File: src/rtl/sprite_obj_engine.sv
// -----------------------------------------------------------------------------
// sprite_obj_engine
//   Player-sprite engine placed between the keypad/bullet logic and the VGA
//   adapter plot port. It draws one SPR_W x SPR_H sprite from an external ROM
//   (skipping the transparent colour), moves it under up/down/left/right once
//   per move tick (erase old footprint, then redraw), and checks N_BUL enemy
//   bullets every active cycle for a hit, which latches game-over.
//
// Ports
//   CLOCK_50, rstn            clock, asynchronous active-low reset
//   startn                    active-low start level (sampled in IDLE only)
//   up, down, left, right     move request levels (sampled at the move tick)
//   Obj_Memory_Color          sprite ROM data, valid one cycle after address
//   Memory_XC, Memory_YC      sprite ROM column / row address
//   bullet_x/_y/_valid        packed enemy bullet positions and enables
//   VGA_X_Pos, VGA_Y_Pos      plot coordinate
//   VGA_Color, VGA_Plot_EN    plot colour and one-pixel-per-cycle strobe
//   Obj_X, Obj_Y              current sprite top-left corner
//   busy                      high while erasing, drawing or flushing
//   game_over_en              sticky collision flag
//   LEDR                      one-hot state debug {GOVER, WAIT, DRAW, IDLE}
// -----------------------------------------------------------------------------
module sprite_obj_engine #(
   parameter int         SCREEN_W = 320,
   parameter int         SCREEN_H = 240,
   parameter int         SPR_W    = 16,
   parameter int         SPR_H    = 16,
   parameter int         INIT_X   = 152,
   parameter int         INIT_Y   = 112,
   parameter int         STEP     = 2,
   parameter int         MOVE_DIV = 833333,
   parameter int         N_BUL    = 4,
   parameter logic [2:0] BG_COLOR = 3'b000,
   parameter logic [2:0] TRANSP   = 3'b111
) (
   input  logic                     CLOCK_50,
   input  logic                     rstn,
   input  logic                     startn,
   input  logic                     up,
   input  logic                     down,
   input  logic                     left,
   input  logic                     right,
   input  logic [2:0]               Obj_Memory_Color,
   output logic [$clog2(SPR_W)-1:0] Memory_XC,
   output logic [$clog2(SPR_H)-1:0] Memory_YC,
   input  logic [9*N_BUL-1:0]       bullet_x,
   input  logic [8*N_BUL-1:0]       bullet_y,
   input  logic [N_BUL-1:0]         bullet_valid,
   output logic [8:0]               VGA_X_Pos,
   output logic [7:0]               VGA_Y_Pos,
   output logic [2:0]               VGA_Color,
   output logic                     VGA_Plot_EN,
   output logic [8:0]               Obj_X,
   output logic [7:0]               Obj_Y,
   output logic                     busy,
   output logic                     game_over_en,
   output logic [3:0]               LEDR
);

   localparam int XW = $clog2(SPR_W);
   localparam int YW = $clog2(SPR_H);
   localparam int CW = XW + YW;
   localparam int TW = $clog2(MOVE_DIV);
   localparam logic [CW-1:0]     CNT_LAST  = '1;
   localparam logic [TW-1:0]     TICK_LAST = TW'(MOVE_DIV - 1);
   localparam logic signed [9:0] MAX_X     = 10'(SCREEN_W - SPR_W);
   localparam logic signed [9:0] MAX_Y     = 10'(SCREEN_H - SPR_H);
   localparam logic signed [9:0] STEP_S    = 10'(STEP);

   typedef enum logic [2:0] {S_IDLE, S_DRAW, S_FLUSH, S_WAIT, S_ERASE, S_GOVER} state_t;

   state_t         state_q, state_d;
   logic [8:0]     obj_x_q, obj_x_d, nxt_x_q, nxt_x_d, vga_x_q, vga_x_d;
   logic [7:0]     obj_y_q, obj_y_d, nxt_y_q, nxt_y_d, vga_y_q, vga_y_d;
   logic [CW-1:0]  cnt_q, cnt_d;
   logic [TW-1:0]  tick_q, tick_d;
   logic           pix_vld_q, pix_vld_d, pix_bg_q, pix_bg_d;
   logic           gover_q, gover_d, busy_q;
   logic [3:0]     led_q;

   logic signed [9:0] dx, dy, nx_raw, ny_raw;
   logic [8:0]        nx_cl;
   logic [7:0]        ny_cl;
   logic [9:0]        ox10, oy10;
   logic              hit;

   // Debug LEDs: erase and flush are shown as the drawing phase.
   function automatic logic [3:0] led_of(input state_t s);
      case (s)
         S_IDLE:  led_of = 4'b0001;
         S_WAIT:  led_of = 4'b0100;
         S_GOVER: led_of = 4'b1000;
         default: led_of = 4'b0010;
      endcase
   endfunction

   // Candidate position for the next move tick, clamped to the screen.
   always_comb begin
      dx = 10'sd0;
      dy = 10'sd0;
      if (right) dx = dx + STEP_S;
      if (left)  dx = dx - STEP_S;
      if (down)  dy = dy + STEP_S;
      if (up)    dy = dy - STEP_S;
      nx_raw = $signed({1'b0, obj_x_q}) + dx;
      ny_raw = $signed({2'b00, obj_y_q}) + dy;
      if (nx_raw < 10'sd0)     nx_cl = 9'd0;
      else if (nx_raw > MAX_X) nx_cl = MAX_X[8:0];
      else                     nx_cl = nx_raw[8:0];
      if (ny_raw < 10'sd0)     ny_cl = 8'd0;
      else if (ny_raw > MAX_Y) ny_cl = MAX_Y[7:0];
      else                     ny_cl = ny_raw[7:0];
   end

   // Bullet hit test against the current footprint; compared in 10 bits so
   // the right/bottom edge (up to SCREEN_W) cannot overflow.
   assign ox10 = {1'b0, obj_x_q};
   assign oy10 = {2'b00, obj_y_q};

   always_comb begin
      hit = 1'b0;
      for (int i = 0; i < N_BUL; i++) begin
         if (bullet_valid[i] &&
             ({1'b0, bullet_x[9*i +: 9]} >= ox10) &&
             ({1'b0, bullet_x[9*i +: 9]} <  ox10 + 10'(SPR_W)) &&
             ({2'b00, bullet_y[8*i +: 8]} >= oy10) &&
             ({2'b00, bullet_y[8*i +: 8]} <  oy10 + 10'(SPR_H)))
            hit = 1'b1;
      end
   end

   always_comb begin
      state_d   = state_q;
      obj_x_d   = obj_x_q;
      obj_y_d   = obj_y_q;
      nxt_x_d   = nxt_x_q;
      nxt_y_d   = nxt_y_q;
      vga_x_d   = vga_x_q;
      vga_y_d   = vga_y_q;
      cnt_d     = cnt_q;
      tick_d    = '0;
      pix_vld_d = 1'b0;
      pix_bg_d  = 1'b0;
      gover_d   = gover_q;
      case (state_q)
         S_IDLE: begin
            if (!startn) begin
               state_d = S_DRAW;
               cnt_d   = '0;
            end
         end
         S_DRAW, S_ERASE: begin
            // Position is registered alongside the ROM read so it lines up
            // with the colour returned one cycle later.
            pix_vld_d = 1'b1;
            pix_bg_d  = (state_q == S_ERASE);
            vga_x_d   = obj_x_q + 9'(cnt_q[XW-1:0]);
            vga_y_d   = obj_y_q + 8'(cnt_q[CW-1:XW]);
            cnt_d     = cnt_q + 1'b1;
            if (cnt_q == CNT_LAST) begin
               if (state_q == S_DRAW) begin
                  state_d = S_FLUSH;
               end else begin
                  state_d = S_DRAW;
                  obj_x_d = nxt_x_q;
                  obj_y_d = nxt_y_q;
               end
            end
         end
         S_FLUSH: state_d = S_WAIT;
         S_WAIT: begin
            tick_d = tick_q + TW'(1);
            if (tick_q == TICK_LAST) begin
               tick_d = '0;
               if ((nx_cl != obj_x_q) || (ny_cl != obj_y_q)) begin
                  state_d = S_ERASE;
                  nxt_x_d = nx_cl;
                  nxt_y_d = ny_cl;
                  cnt_d   = '0;
               end
            end
         end
         default: state_d = S_GOVER;
      endcase
      // A hit overrides any transition and drops the pixel in flight.
      if (hit && (state_q != S_IDLE) && (state_q != S_GOVER)) begin
         state_d   = S_GOVER;
         gover_d   = 1'b1;
         pix_vld_d = 1'b0;
      end
   end

   always_ff @(posedge CLOCK_50 or negedge rstn) begin
      if (!rstn) begin
         state_q   <= S_IDLE;
         obj_x_q   <= 9'(INIT_X);
         obj_y_q   <= 8'(INIT_Y);
         nxt_x_q   <= 9'(INIT_X);
         nxt_y_q   <= 8'(INIT_Y);
         vga_x_q   <= '0;
         vga_y_q   <= '0;
         cnt_q     <= '0;
         tick_q    <= '0;
         pix_vld_q <= 1'b0;
         pix_bg_q  <= 1'b0;
         gover_q   <= 1'b0;
         busy_q    <= 1'b0;
         led_q     <= 4'b0001;
      end else begin
         state_q   <= state_d;
         obj_x_q   <= obj_x_d;
         obj_y_q   <= obj_y_d;
         nxt_x_q   <= nxt_x_d;
         nxt_y_q   <= nxt_y_d;
         vga_x_q   <= vga_x_d;
         vga_y_q   <= vga_y_d;
         cnt_q     <= cnt_d;
         tick_q    <= tick_d;
         pix_vld_q <= pix_vld_d;
         pix_bg_q  <= pix_bg_d;
         gover_q   <= gover_d;
         busy_q    <= (state_d == S_DRAW) || (state_d == S_ERASE) || (state_d == S_FLUSH);
         led_q     <= led_of(state_d);
      end
   end

   // Colour comes straight from the ROM in the cycle after the address;
   // gating with the registered valid keeps it 0 outside plotting.
   assign VGA_Color    = pix_vld_q ? (pix_bg_q ? BG_COLOR : Obj_Memory_Color) : 3'b000;
   assign VGA_Plot_EN  = pix_vld_q && (pix_bg_q || (Obj_Memory_Color != TRANSP));
   assign VGA_X_Pos    = vga_x_q;
   assign VGA_Y_Pos    = vga_y_q;
   assign Memory_XC    = cnt_q[XW-1:0];
   assign Memory_YC    = cnt_q[CW-1:XW];
   assign Obj_X        = obj_x_q;
   assign Obj_Y        = obj_y_q;
   assign busy         = busy_q;
   assign game_over_en = gover_q;
   assign LEDR         = led_q;

endmodule
File: config.mk
export PLATFORM = sky130hd
export DESIGN_NAME = sprite_obj_engine
export DESIGN_NICKNAME = d
export VERILOG_FILES = /design/src/rtl/sprite_obj_engine.sv
export SDC_FILE = /design/constraint.sdc
export NUM_CORES = 1
export LEC_CHECK = 0
export CORE_MARGIN = 3
export CORE_UTILIZATION = 55
export CTS_CLUSTER_DIAMETER = 50
export DETAILED_ROUTE_END_ITERATION = 10
export GPL_TIMING_DRIVEN = 0
export PLACE_DENSITY = 0.8
export SLEW_MARGIN = 15
export SYNTH_ARGS = -nofsm -noshare
export SYNTH_HDL_FRONTEND = slang
export SYNTH_SLANG_ARGS = --single-unit
File: constraint.sdc
create_clock -name CLOCK_50 -period 5 [get_ports CLOCK_50]
set_input_delay 1.5 -clock CLOCK_50 [delete_from_list [all_inputs] [get_ports CLOCK_50]]
set_output_delay 1.5 -clock CLOCK_50 [all_outputs]
set_load 0.005 [all_outputs]
==> qor.yml, run 1 <==
status:
  status: "completed"
sta:
  worstMarginPinSlew_ps: 737
  relSlewSlack_pct: 50.5
  max_freq_mhz: 204
  finalSetupTns_ps: 0
  hold_viol_final: 0
  setup-violations-final: 0
  min_period_ps: 4910
  fin_skew_ps: 7.59
  slew_viol_final: 0
  hold_ws_ps: 468
  post-route-period-util_pct: 98.2
worst_hold_path:
  min_path_type: "reg2reg"
  holdPathStages: 2
  hold_end: "nxt_x_q[4]$_DFFE_PN1P_"
  hold_start: "nxt_x_q[4]$_DFFE_PN1P_"
cts:
  insertion_delay_ps: 340
  ctsHtreeMaxLevel: 3
  cts_root_buf: "clkbuf_16"
  clk_path_buf_depth: 2
  cts_hold_buffers: 0
  cts_tree: "built"
  path_clk_slew_ps: 60
  cts_sinks: 90
  numCtsBuffers: 9
drt:
  vias: 7929
  drt_iter0_markers: 692
  dr.pass1.iters: 6
  ant_nets: 0
  drc: 0
  via_per_inst: 6.16
  wl_per_cell_um: 18.9
  routed_wl_um: 24300
worst_setup_path:
  critPathCaptureType: "flop"
  critPathKind: "in2reg"
  ff2ff_path_depth: 14
  critPathLaunch: "down"
  r2r_end: "LEDR[0]$_DFF_PN1_"
  critPathMaxFanout: 5
  required_ps: 5220
  timing.rr.start: "Obj_X[4]$_DFFE_PN1P_"
  critPathArrivalTime_ps: 5130
  reg2reg_slack_ps: 530
  worstSetupStartpointType: "input pin"
synth:
  synth_edf_count: 0
  ys_async_sr_fraction_pct: 100
  synth_top_area_cell: "dfrtp_1"
  synth_nets: 1147
  syn_area_per_cell_um2: 8.88
  yosysWarnings: 0
  ys.flop_type: "dfrtp_1"
  ys_top_cells_by_area: "dfrtp_1, ha_1, o21ai_0, dfstp_2, nand2_1"
  synth-seq-cells: 90
  seq_area_frac_synth_pct: 27.4
  ys_types: 89
  yosys.area.top_type_share_pct: 23.3
  syn_inst: 932
  syn_area_um2: 8280
finish:
  layout.nets: 1313
  drive_gt1_share_pct: 11.3
  final_cell_area_um2: 10600
  antennaDiodeCount: 0
  synthToLayoutAreaGrowth_pct: 27.8
place:
  hpwl_um: 18100
  placed_area_um2: 9860
  routabilityCongestion: 1.02
  port_buffers: 133
job:
  maxCapViolCount: 0
floorplan:
  dieArea_um2: 16600
  initial_core_util_pct: 56.5
  core_area_um2: 14600
  num_io_pins: 134
  rows: 44
  fp.dieH_um: 129
  dieWidth_um: 129
pwr:
  p_per_area_nw_per_um2: 229
  power.internal_uw: 1610
  max-vdd-ir-drop_uv: 196
  p_clk_share_pct: 26.9
  p_comb_share_pct: 36.3
  power_frac_seq_pct: 36.8
  p_leak_uw: 0.00451
  p_sw_uw: 820
  swShare_pct: 33.8
global_routing:
  antenna_found_initial: 0
  grt_pass1_vias: 7536
  grt_max_degree: 49
  grt_pass1_wl_um: 38200
  grt.total_usage_pct: 28.7
  grt_overflow_total: 0
[critical path, cell delays in order]
cell and delay [ps]:
clkbuf_2 90, inv_2 40, ha_4 250, inv_2 40
ha_4 150, fa_2 380, a211oi_4 300, buf_4 190
o21ai_1 80, nor3b_4 180, o2111a_2 200, or3_1 320
o211ai_1 170, o211ai_1 240, o41ai_2 350, buf_4 200
buf_8 140, mux2_4 300
[metrics by stage]
step | util (%) | std cells | total power [uW] | setup slack, ps
after floorplan | - | 932 | 1340 | 73.0
after global placement | 67.2 | 1249 | 1720 | -918
after detailed placement | 67.3 | 1250 | 1750 | -1030
after CTS | 71.4 | 1278 | 2410 | 70.2
after global routing | 72.2 | 1287 | 2550 | -43.2
final | 72.2 | 1287 | 2430 | 89.9
[power groups by stage]
stage | combinational, uW | sequential [uW] | clock [uW]
4_1_cts | 866 | 891 | 655
6_report | 881 | 893 | 651
5_1_grt | 966 | 903 | 682
2_1_floorplan | 455 | 890 | 0
3_3_place_gp | 820 | 901 | 0
3_5_place_dp | 841 | 904 | 0
[final cells by class]
| type | instances | area [um2] |
|---|---|---|
| multi-input combinational | 755 | 5900 |
| fill | 1123 | 4070 |
| sequential | 90 | 2270 |
| timing repair buffer | 156 | 1510 |
| clock buffer | 13 | 260 |
| tap | 184 | 230 |
| inverter | 56 | 210 |
| buffer | 30 | 174 |
| clock inverter | 3 | 25.0 |
[metal layers]
metal,GRT usage (%),vias to the layer above,part of all wire (%)
met3,5.11,53,7.2
met4,7.91,0,2.3
met2,47.4,323,48
met5,0,-,0
met1,38.8,3784,42
li1,-,3769,-
[placed cells by master (no fill, tap or decap), drive strengths merged, types with 19 or more instances in the layout]
master,count
clkdlybuf4s50,128
xnor2,35
inv,52
o211ai,19
nor2,58
nand3,27
xor2,19
o21ai,84
clkbuf,32
buf,37
dfrtp,77
ha,130
a21oi,41
o21a,19
nand2,81
[Yosys cell counts, types with 16 or more instances]
library cell / number
nor2_1: 57
nor2b_1: 16
clkbuf_1: 18
dfrtp_1: 77
xnor2_1: 33
o211ai_1: 17
a21oi_1: 41
o21a_1: 19
xor2_1: 17
ha_1: 130
nor3_1: 16
inv_1: 51
nand2_1: 81
nand3_1: 27
o21ai_0: 70
[how the worst max path moves through the flow]
stage	endpoint	cells past startpoint	slack (ps)
6_report	nxt_x_q[8]$_DFFE_PN0P_	18	90
5_1_grt	nxt_y_q[3]$_DFFE_PN0P_	15	-40
4_1_cts	nxt_x_q[8]$_DFFE_PN0P_	17	70
3_5_place_dp	nxt_x_q[8]$_DFFE_PN0P_	16	-1030
3_3_place_gp	nxt_y_q[3]$_DFFE_PN0P_	16	-920
2_1_floorplan	nxt_x_q[8]$_DFFE_PN0P_	15	70
[timing repair]
action                     in CTS  in global routing
setup endpoints to repair      32                 31
buffers inserted               12                  9
gates resized for setup        51                 15
cloned                          1                  0
pin swaps                      20                 19
[cells by family after synthesis]
kind of cell             share of synthesized area (%)
AND/OR/NAND/NOR                                   19.3
AO/OA/AOI/OAI                                     20.6
adder cells (fa/ha/maj)                           20.5
flip-flops                                        27.4
buffers and inverters                             4.46
XOR/XNOR                                          6.07
multiplexers                                      1.71
[sequential cells by signal (all words and copies together) (netlist names)]
name          count
nxt_x_q           9
pix_vld_q         1
cnt_q             8
Obj_X             9
state_q           3
pix_bg_q          1
nxt_y_q           8
VGA_X_Pos         9
LEDR              4
VGA_Y_Pos         8
busy              1
tick_q           20
Obj_Y             8
game_over_en      1
(Power assumes the default switching activity.)
==> run 2, diff against run 1 <==
CORE_MARGIN = 10   (was 3)
==> run 2 against run 1 <==
Effect of this change:
- register-to-register slack lost 20 ps
- die area rose by 23%
- largest cell class unchanged
- non-clock buffer count increased by 6
- highest routed layer unchanged
- cell count up 0.54%
- sequential power hardly changed
==> qor.yml, run 2 (same netlist as run 1, synthesis figures left out) <==
status:
  status: "completed"  # unchanged
cts:
  cts_root_buf: "clkbuf_16"  # unchanged
  numCtsBuffers: 9  # unchanged
  ctsHtreeMaxLevel: 3  # unchanged
  clk_path_buf_depth: 2  # unchanged
  path_clk_slew_ps: 70  # was 60 ps
  cts_sinks: 90  # unchanged
  insertion_delay_ps: 340  # about the same
  cts_hold_buffers: 0  # unchanged
  cts_tree: "built"  # unchanged
global_routing:
  grt_pass1_vias: 7575  # was 7536
  grt_overflow_total: 0  # unchanged
  grt_pass1_wl_um: 39500  # was 38200 um
  grt_max_degree: 54  # was 49
  grt.total_usage_pct: 23.8  # was 28.7%
  antenna_found_initial: 0  # unchanged
sta:
  post-route-period-util_pct: 97.0  # was 98.2%
  worstMarginPinSlew_ps: 718  # was 737 ps
  rsz0062_at_grt: "false"
  slew_viol_final: 0  # unchanged
  finalSetupTns_ps: 0  # unchanged
  hold_viol_final: 0  # unchanged
  setup-violations-final: 0  # unchanged
  fin_ws_ps: 152  # was 89.9 ps
  min_period_ps: 4850  # was 4910 ps
  relSlewSlack_pct: 51.8  # was 50.5%
  fin_skew_ps: 8.57  # was 7.59 ps
  max_freq_mhz: 206  # was 204 MHz
floorplan:
  dieArea_um2: 20400  # was 16600 um2
  num_io_pins: 134  # unchanged
  core_area_um2: 14600  # unchanged
  initial_core_util_pct: 56.5  # unchanged
  dieWidth_um: 143  # was 129 um
  rows: 44  # unchanged
  fp.dieH_um: 143  # was 129 um
worst_setup_path:
  critPathKind: "in2reg"  # unchanged
  cp_num_buf_inv: 5  # was 6
  ff2ff_path_depth: 14  # unchanged
  crit_family: "compound AO/OA/AOI/OAI gates"  # unchanged
  r2r_end: "busy$_DFF_PN0_"  # was LEDR[0]$_DFF_PN1_
  critPathArrivalTime_ps: 5070  # was 5130 ps
  slowest_stage: "fa_2"  # unchanged
  timing.rr.start: "Obj_X[4]$_DFFE_PN1P_"  # unchanged
  required_ps: 5220  # about the same
  cp_slowest_stage_delay_ps: 380  # about the same
  critPathLaunch: "down"  # unchanged
  critPathCaptureType: "flop"  # unchanged
  crit_chain: "clkbuf_2, inv_2, ha_4, inv_2, ha_4, fa_2, a211oi_4, o21ai_1, nor3b_2, o2111a_2, or3_1, o211ai_1, o211ai_1, o41ai_2, buf_4, buf_8, mux2_4"  # was clkbuf_2, inv_2, ha_4, inv_2, ha_4, fa_2, a211oi_4, buf_4, o21ai_1, nor3b_4, o2111a_2, or3_1, o211ai_1, o211ai_1, o41ai_2, buf_4, buf_8, mux2_4
  reg2reg_slack_ps: 510  # was 530 ps
  worstSetupStartpointType: "input pin"  # unchanged
  critPathMaxFanout: 5  # unchanged
worst_hold_path:
  hold_start: "nxt_x_q[3]$_DFFE_PN1P_"  # was nxt_x_q[4]$_DFFE_PN1P_
  min_path_type: "reg2reg"  # unchanged
  holdPathStages: 2  # unchanged
  hold_end: "nxt_x_q[3]$_DFFE_PN1P_"  # was nxt_x_q[4]$_DFFE_PN1P_
drt:
  via_per_inst: 6.11  # was 6.16
  wl_per_cell_um: 19.6  # was 18.9 um
  vias: 7906  # was 7929
  drt_iter0_markers: 728  # was 692
  drc: 0  # unchanged
  routed_wl_um: 25400  # was 24300 um
  dr.pass1.iters: 6  # unchanged
  ant_nets: 0  # unchanged
place:
  routabilityCongestion: 1.00  # was 1.02
  port_buffers: 133  # unchanged
  place_ws_ps: -916  # was -1030 ps
  hpwl_um: 18800  # was 18100 um
pwr:
  p_leak_uw: 0.00457  # was 0.00451 uW
  p_per_area_nw_per_um2: 230  # was 229 nW/um2
  max-vdd-ir-drop_uv: 199  # was 196 uV
finish:
  largest_reg_flops: 20  # unchanged
  drive_gt1_share_pct: 12.6  # was 11.3%
  fin_util_pct: 73.2  # was 72.2%
  largest_register: "tick_q"  # unchanged
  final_cell_mix: "clkdlybuf4s50_1, ha_1, nand2_1"  # unchanged
  layout.cells.most_common: "clkdlybuf4s50_1"  # unchanged
  antennaDiodeCount: 0  # unchanged
  synthToLayoutAreaGrowth_pct: 29.4  # was 27.8%
  layout.nets: 1320  # was 1313
job:
  maxCapViolCount: 0  # unchanged
## run 2: cell types whose count changed in the layout (fill, tap and decap cells not counted), moves of 2 or more
cell            before  now
nor4_1              10    8
buf_8                4    1
buf_4               23   31
dlygate4sd2_1        2    0
dlymetal6s2s_1       0    2
## run 2: area by class of cell
type / count / area [um2]
Buffer: 29 / 160
Clock buffer: 13 / 260
Clock inverter: 3 / 25.0
Fill cell: 1098 / 3930
Inverter: 56 / 210
Multi-Input combinational cell: 756 / 5990
Sequential cell: 90 / 2270
Tap cell: 184 / 230
Timing Repair Buffer: 163 / 1570
## run 2: worst register-to-register path, cell delays in order, from the launching register on
cell	delay, ps
dfstp_2	670
clkbuf_1	350
buf_2	320
nand3_1	200
xnor2_1	380
ha_1	190
o211ai_1	80
a21oi_1	230
nand2_1	90
o311ai_0	490
o22ai_1	170
a211o_1	420
nor4b_1	450
o211ai_2	170
and2_1	180
## run 2: repair_timing
| action | in CTS | in global routing |
|---|---|---|
| hold endpoints to repair | 0 | 0 |
| setup endpoints to repair | 32 | 31 |
| pin swaps | 20 | 24 |
| buffers inserted | 10 | 18 |
| gates cloned | 2 | 0 |
| gates resized for setup | 47 | 31 |
## run 2: how the worst max path moves through the flow
stage,endpoint,slack [ps],depth (start not counted)
6_report,nxt_y_q[3]$_DFFE_PN0P_,150,17
4_1_cts,nxt_y_q[3]$_DFFE_PN0P_,60,16
2_1_floorplan,nxt_x_q[8]$_DFFE_PN0P_,70,15
3_3_place_gp,nxt_y_q[3]$_DFFE_PN0P_,-900,16
5_1_grt,nxt_y_q[3]$_DFFE_PN0P_,60,15
3_5_place_dp,nxt_y_q[3]$_DFFE_PN0P_,-920,16
## run 2: where the power goes
group	leakage [uW]	internal, uW	switching [uW]
Combinational	0.00327	434	477
Sequential	0.00117	813	81.3
Clock	0.000136	367	293
## run 2: per-layer routing
layer,GRT usage [%],share of wire [%],up-vias
met3,3.18,6.7,41
met2,40.1,49,320
met5,0,0,-
met1,32.0,42,3766
li1,-,-,3779
met4,4.51,1.6,0
## run 2: metrics by stage
step                hold slack, ps  area (um2)  power (uW)  std cells
global placement               450        9840        1730       1249
floorplan                      442        8280        1340        932
CTS                            467       10400        2430       1276
detailed placement             458        9870        1750       1250
finish                         467       10700        2470       1294
global route                   488       10700        2600       1294
==> run 3, diff against run 2 <==
CORE_MARGIN = default   (was 10)
==> run 3 against run 2 <==
Effect of this change:
- sequential power decreased by 0.4%
- non-clock buffer count increased by 3
- fmax decreased by 1.1%
- sequential cell count unchanged
- worst setup slack got worse by 54 ps
- register-to-register slack got worse by 50 ps
- clock skew decreased by 3.8 ps
- sequential share of layout area about the same
- combinational power decreased by 3.3%
==> qor.yml, run 3 (same netlist as run 1, synthesis figures left out) <==
sta:
  hold_viol_final: 0  # unchanged
  worstMarginPinSlew_ps: 738  # was 718 ps
  hold_ws_ps: 468  # was 467 ps
  min_period_ps: 4900  # was 4850 ps
  relSlewSlack_pct: 50.5  # was 51.8%
  max_freq_mhz: 204  # was 206 MHz
  rsz0062_at_grt: "false"  # unchanged
  slew_viol_final: 0  # unchanged
  post-route-period-util_pct: 98.1  # was 97.0%
  setup-violations-final: 0  # unchanged
  fin_skew_ps: 4.75  # was 8.57 ps
worst_setup_path:
  crit_top_cell: "ha_4"
  path_depth: 16  # was 17
  critPathArrivalTime_ps: 5140  # was 5070 ps
  timing.rr.start: "Obj_X[4]$_DFFE_PN1P_"  # unchanged
  required_ps: 5240  # was 5220 ps
  slowest_stage: "or4_1"  # was fa_2
  critPathKind: "in2reg"  # unchanged
  ff2ff_path_depth: 14  # unchanged
  cp_slowest_stage_delay_ps: 540  # was 380 ps
  cp_num_buf_inv: 4  # was 5
  reg2reg_slack_ps: 460  # was 510 ps
  critPathMaxFanout: 9  # was 5
  crit_family: "simple AND/OR/NAND/NOR gates"  # was compound AO/OA/AOI/OAI gates
  critPathCaptureType: "flop"  # unchanged
  worstSetupStartpointType: "input pin"  # unchanged
  r2r_end: "busy$_DFF_PN0_"  # unchanged
  crit_chain: "dlygate4sd2_1, ha_4, buf_12, xor2_4, ha_4, a21oi_4, xnor2_2, or4_1, nand4b_1, a31oi_4, nor4b_2, o211ai_1, o41ai_2, buf_4, buf_6, mux2_4"  # was clkbuf_2, inv_2, ha_4, inv_2, ha_4, fa_2, a211oi_4, o21ai_1, nor3b_2, o2111a_2, or3_1, o211ai_1, o211ai_1, o41ai_2, buf_4, buf_8, mux2_4
  critPathLaunch: "left"  # was down
cts:
  clk_path_buf_depth: 2  # unchanged
  cts_root_buf: "clkbuf_16"  # unchanged
  ctsHtreeMaxLevel: 3  # unchanged
  insertion_delay_ps: 350  # was 340 ps
  cts_sinks: 90  # unchanged
  cts_tree: "built"  # unchanged
  cts_hold_buffers: 0  # unchanged
  path_clk_slew_ps: 70  # about the same
  numCtsBuffers: 9  # unchanged
pwr:
  p_leak_uw: 0.00459  # was 0.00457 uW
  max-vdd-ir-drop_uv: 210  # was 199 uV
  p_per_area_nw_per_um2: 235  # was 230 nW/um2
  total_power_uw: 2530  # was 2470 uW
finish:
  final_cell_mix: "clkdlybuf4s50_1, ha_1, nand2_1"  # unchanged
  synthToLayoutAreaGrowth_pct: 29.6  # was 29.4%
  largest_reg_flops: 20  # unchanged
  final_cells: 1296  # was 1294
  fin_util_pct: 73.6  # was 73.2%
  layout.cells.most_common: "clkdlybuf4s50_1"  # unchanged
  layout.nets: 1322  # was 1320
  largest_register: "tick_q"  # unchanged
  drive_gt1_share_pct: 12.9  # was 12.6%
  antennaDiodeCount: 0  # unchanged
floorplan:
  fp.dieH_um: 125  # was 143 um
  dieWidth_um: 125  # was 143 um
  core_area_um2: 14600  # about the same
  rows: 44  # unchanged
  initial_core_util_pct: 56.8  # was 56.5%
  dieArea_um2: 15600  # was 20400 um2
  num_io_pins: 134  # unchanged
drt:
  wl_per_cell_um: 18.5  # was 19.6 um
  ant_nets: 0  # unchanged
  dr.pass1.iters: 7  # was 6
  via_per_inst: 6.13  # was 6.11
  routed_wl_um: 24000  # was 25400 um
  drc: 0  # unchanged
  vias: 7947  # was 7906
  drt_iter0_markers: 672  # was 728
global_routing:
  grt_overflow_total: 0  # unchanged
  grt_pass1_vias: 7405  # was 7575
  grt_pass1_wl_um: 37800  # was 39500 um
  grt.total_usage_pct: 30.4  # was 23.8%
  grt_max_degree: 48  # was 54
  antenna_found_initial: 0  # unchanged
status:
  status: "completed"  # unchanged
job:
  maxCapViolCount: 0  # unchanged
worst_hold_path:
  holdPathStages: 2  # unchanged
  min_path_type: "reg2reg"  # unchanged
  hold_start: "nxt_x_q[4]$_DFFE_PN1P_"  # was nxt_x_q[3]$_DFFE_PN1P_
  hold_end: "nxt_x_q[4]$_DFFE_PN1P_"  # was nxt_x_q[3]$_DFFE_PN1P_
place:
  routabilityCongestion: 0.930  # was 1.00
  place_inst: 1250  # unchanged
  hpwl_um: 18000  # was 18800 um
  port_buffers: 133  # unchanged
run 3: cell types whose count changed in the layout (fill, tap and decap cells not counted), moves of 2 or more:
cell       before  now
buf_4          31   34
a21oi_1        40   38
bufinv_16       0    2
clkbuf_1       19   17
clkbuf_8        2    0
ha_1          124  122
ha_2            0    2
run 3: power by group:
| group | internal [uW] | switching (uW) | leakage, uW |
|---|---|---|---|
| logic | 432 | 449 | 0.00326 |
| clock network | 443 | 311 | 0.000158 |
| registers | 813 | 78.2 | 0.00117 |
| total | 1690 | 838 | 0.00459 |
run 3: worst register-to-register path, stage by stage, from the launching register on:
cell	delay, ps
dfstp_2	670
clkbuf_1	350
buf_2	310
nand3_1	210
xnor2_1	400
ha_1	200
o211ai_1	90
a21oi_1	220
nand2_1	80
o311ai_0	560
o22ai_1	160
a211o_1	420
nor4b_1	410
o211ai_2	170
and2_1	190
run 3: routing by layer:
metal | part of all wire (%) | GRT usage (%) | up-vias
li1 | - | - | 3792
met1 | 45 | 42.1 | 3794
met2 | 46 | 48.1 | 311
met3 | 6.9 | 6.31 | 50
met4 | 2.4 | 8.36 | 0
met5 | 0 | 0 | -
run 3: area by class of cell:
type | count | area [um2]
Multi-Input combinational cell | 755 | 5950
Fill cell | 1071 | 3860
Sequential cell | 90 | 2270
Timing Repair Buffer | 166 | 1600
Tap cell | 184 | 230
Clock buffer | 9 | 225
Inverter | 56 | 210
Buffer | 29 | 153
Clock inverter | 7 | 101
run 3: worst max-delay path by stage:
stage	to	slack (ps)
finish	nxt_y_q[3]$_DFFE_PN0P_	100
global route	nxt_y_q[3]$_DFFE_PN0P_	0.5
CTS	busy$_DFF_PN0_	10
detailed placement	nxt_y_q[3]$_DFFE_PN0P_	-1020
global placement	nxt_y_q[3]$_DFFE_PN0P_	-930
floorplan	nxt_x_q[8]$_DFFE_PN0P_	70
run 3: repair_timing:
item                       in CTS  in global routing
setup buffers                  15                 17
resized for setup              40                 32
setup endpoints to repair      32                 31
pin swaps                      19                 27
run 3: per-stage QoR:
step,setup slack (ps),cell area (um2),setup TNS (ps)
6_report,97.4,10700,0
5_1_grt,0.463,10700,0
4_1_cts,10.2,10500,0
3_5_place_dp,-1020,9870,-27860
3_3_place_gp,-928,9840,-88140
2_1_floorplan,73.0,8280,0
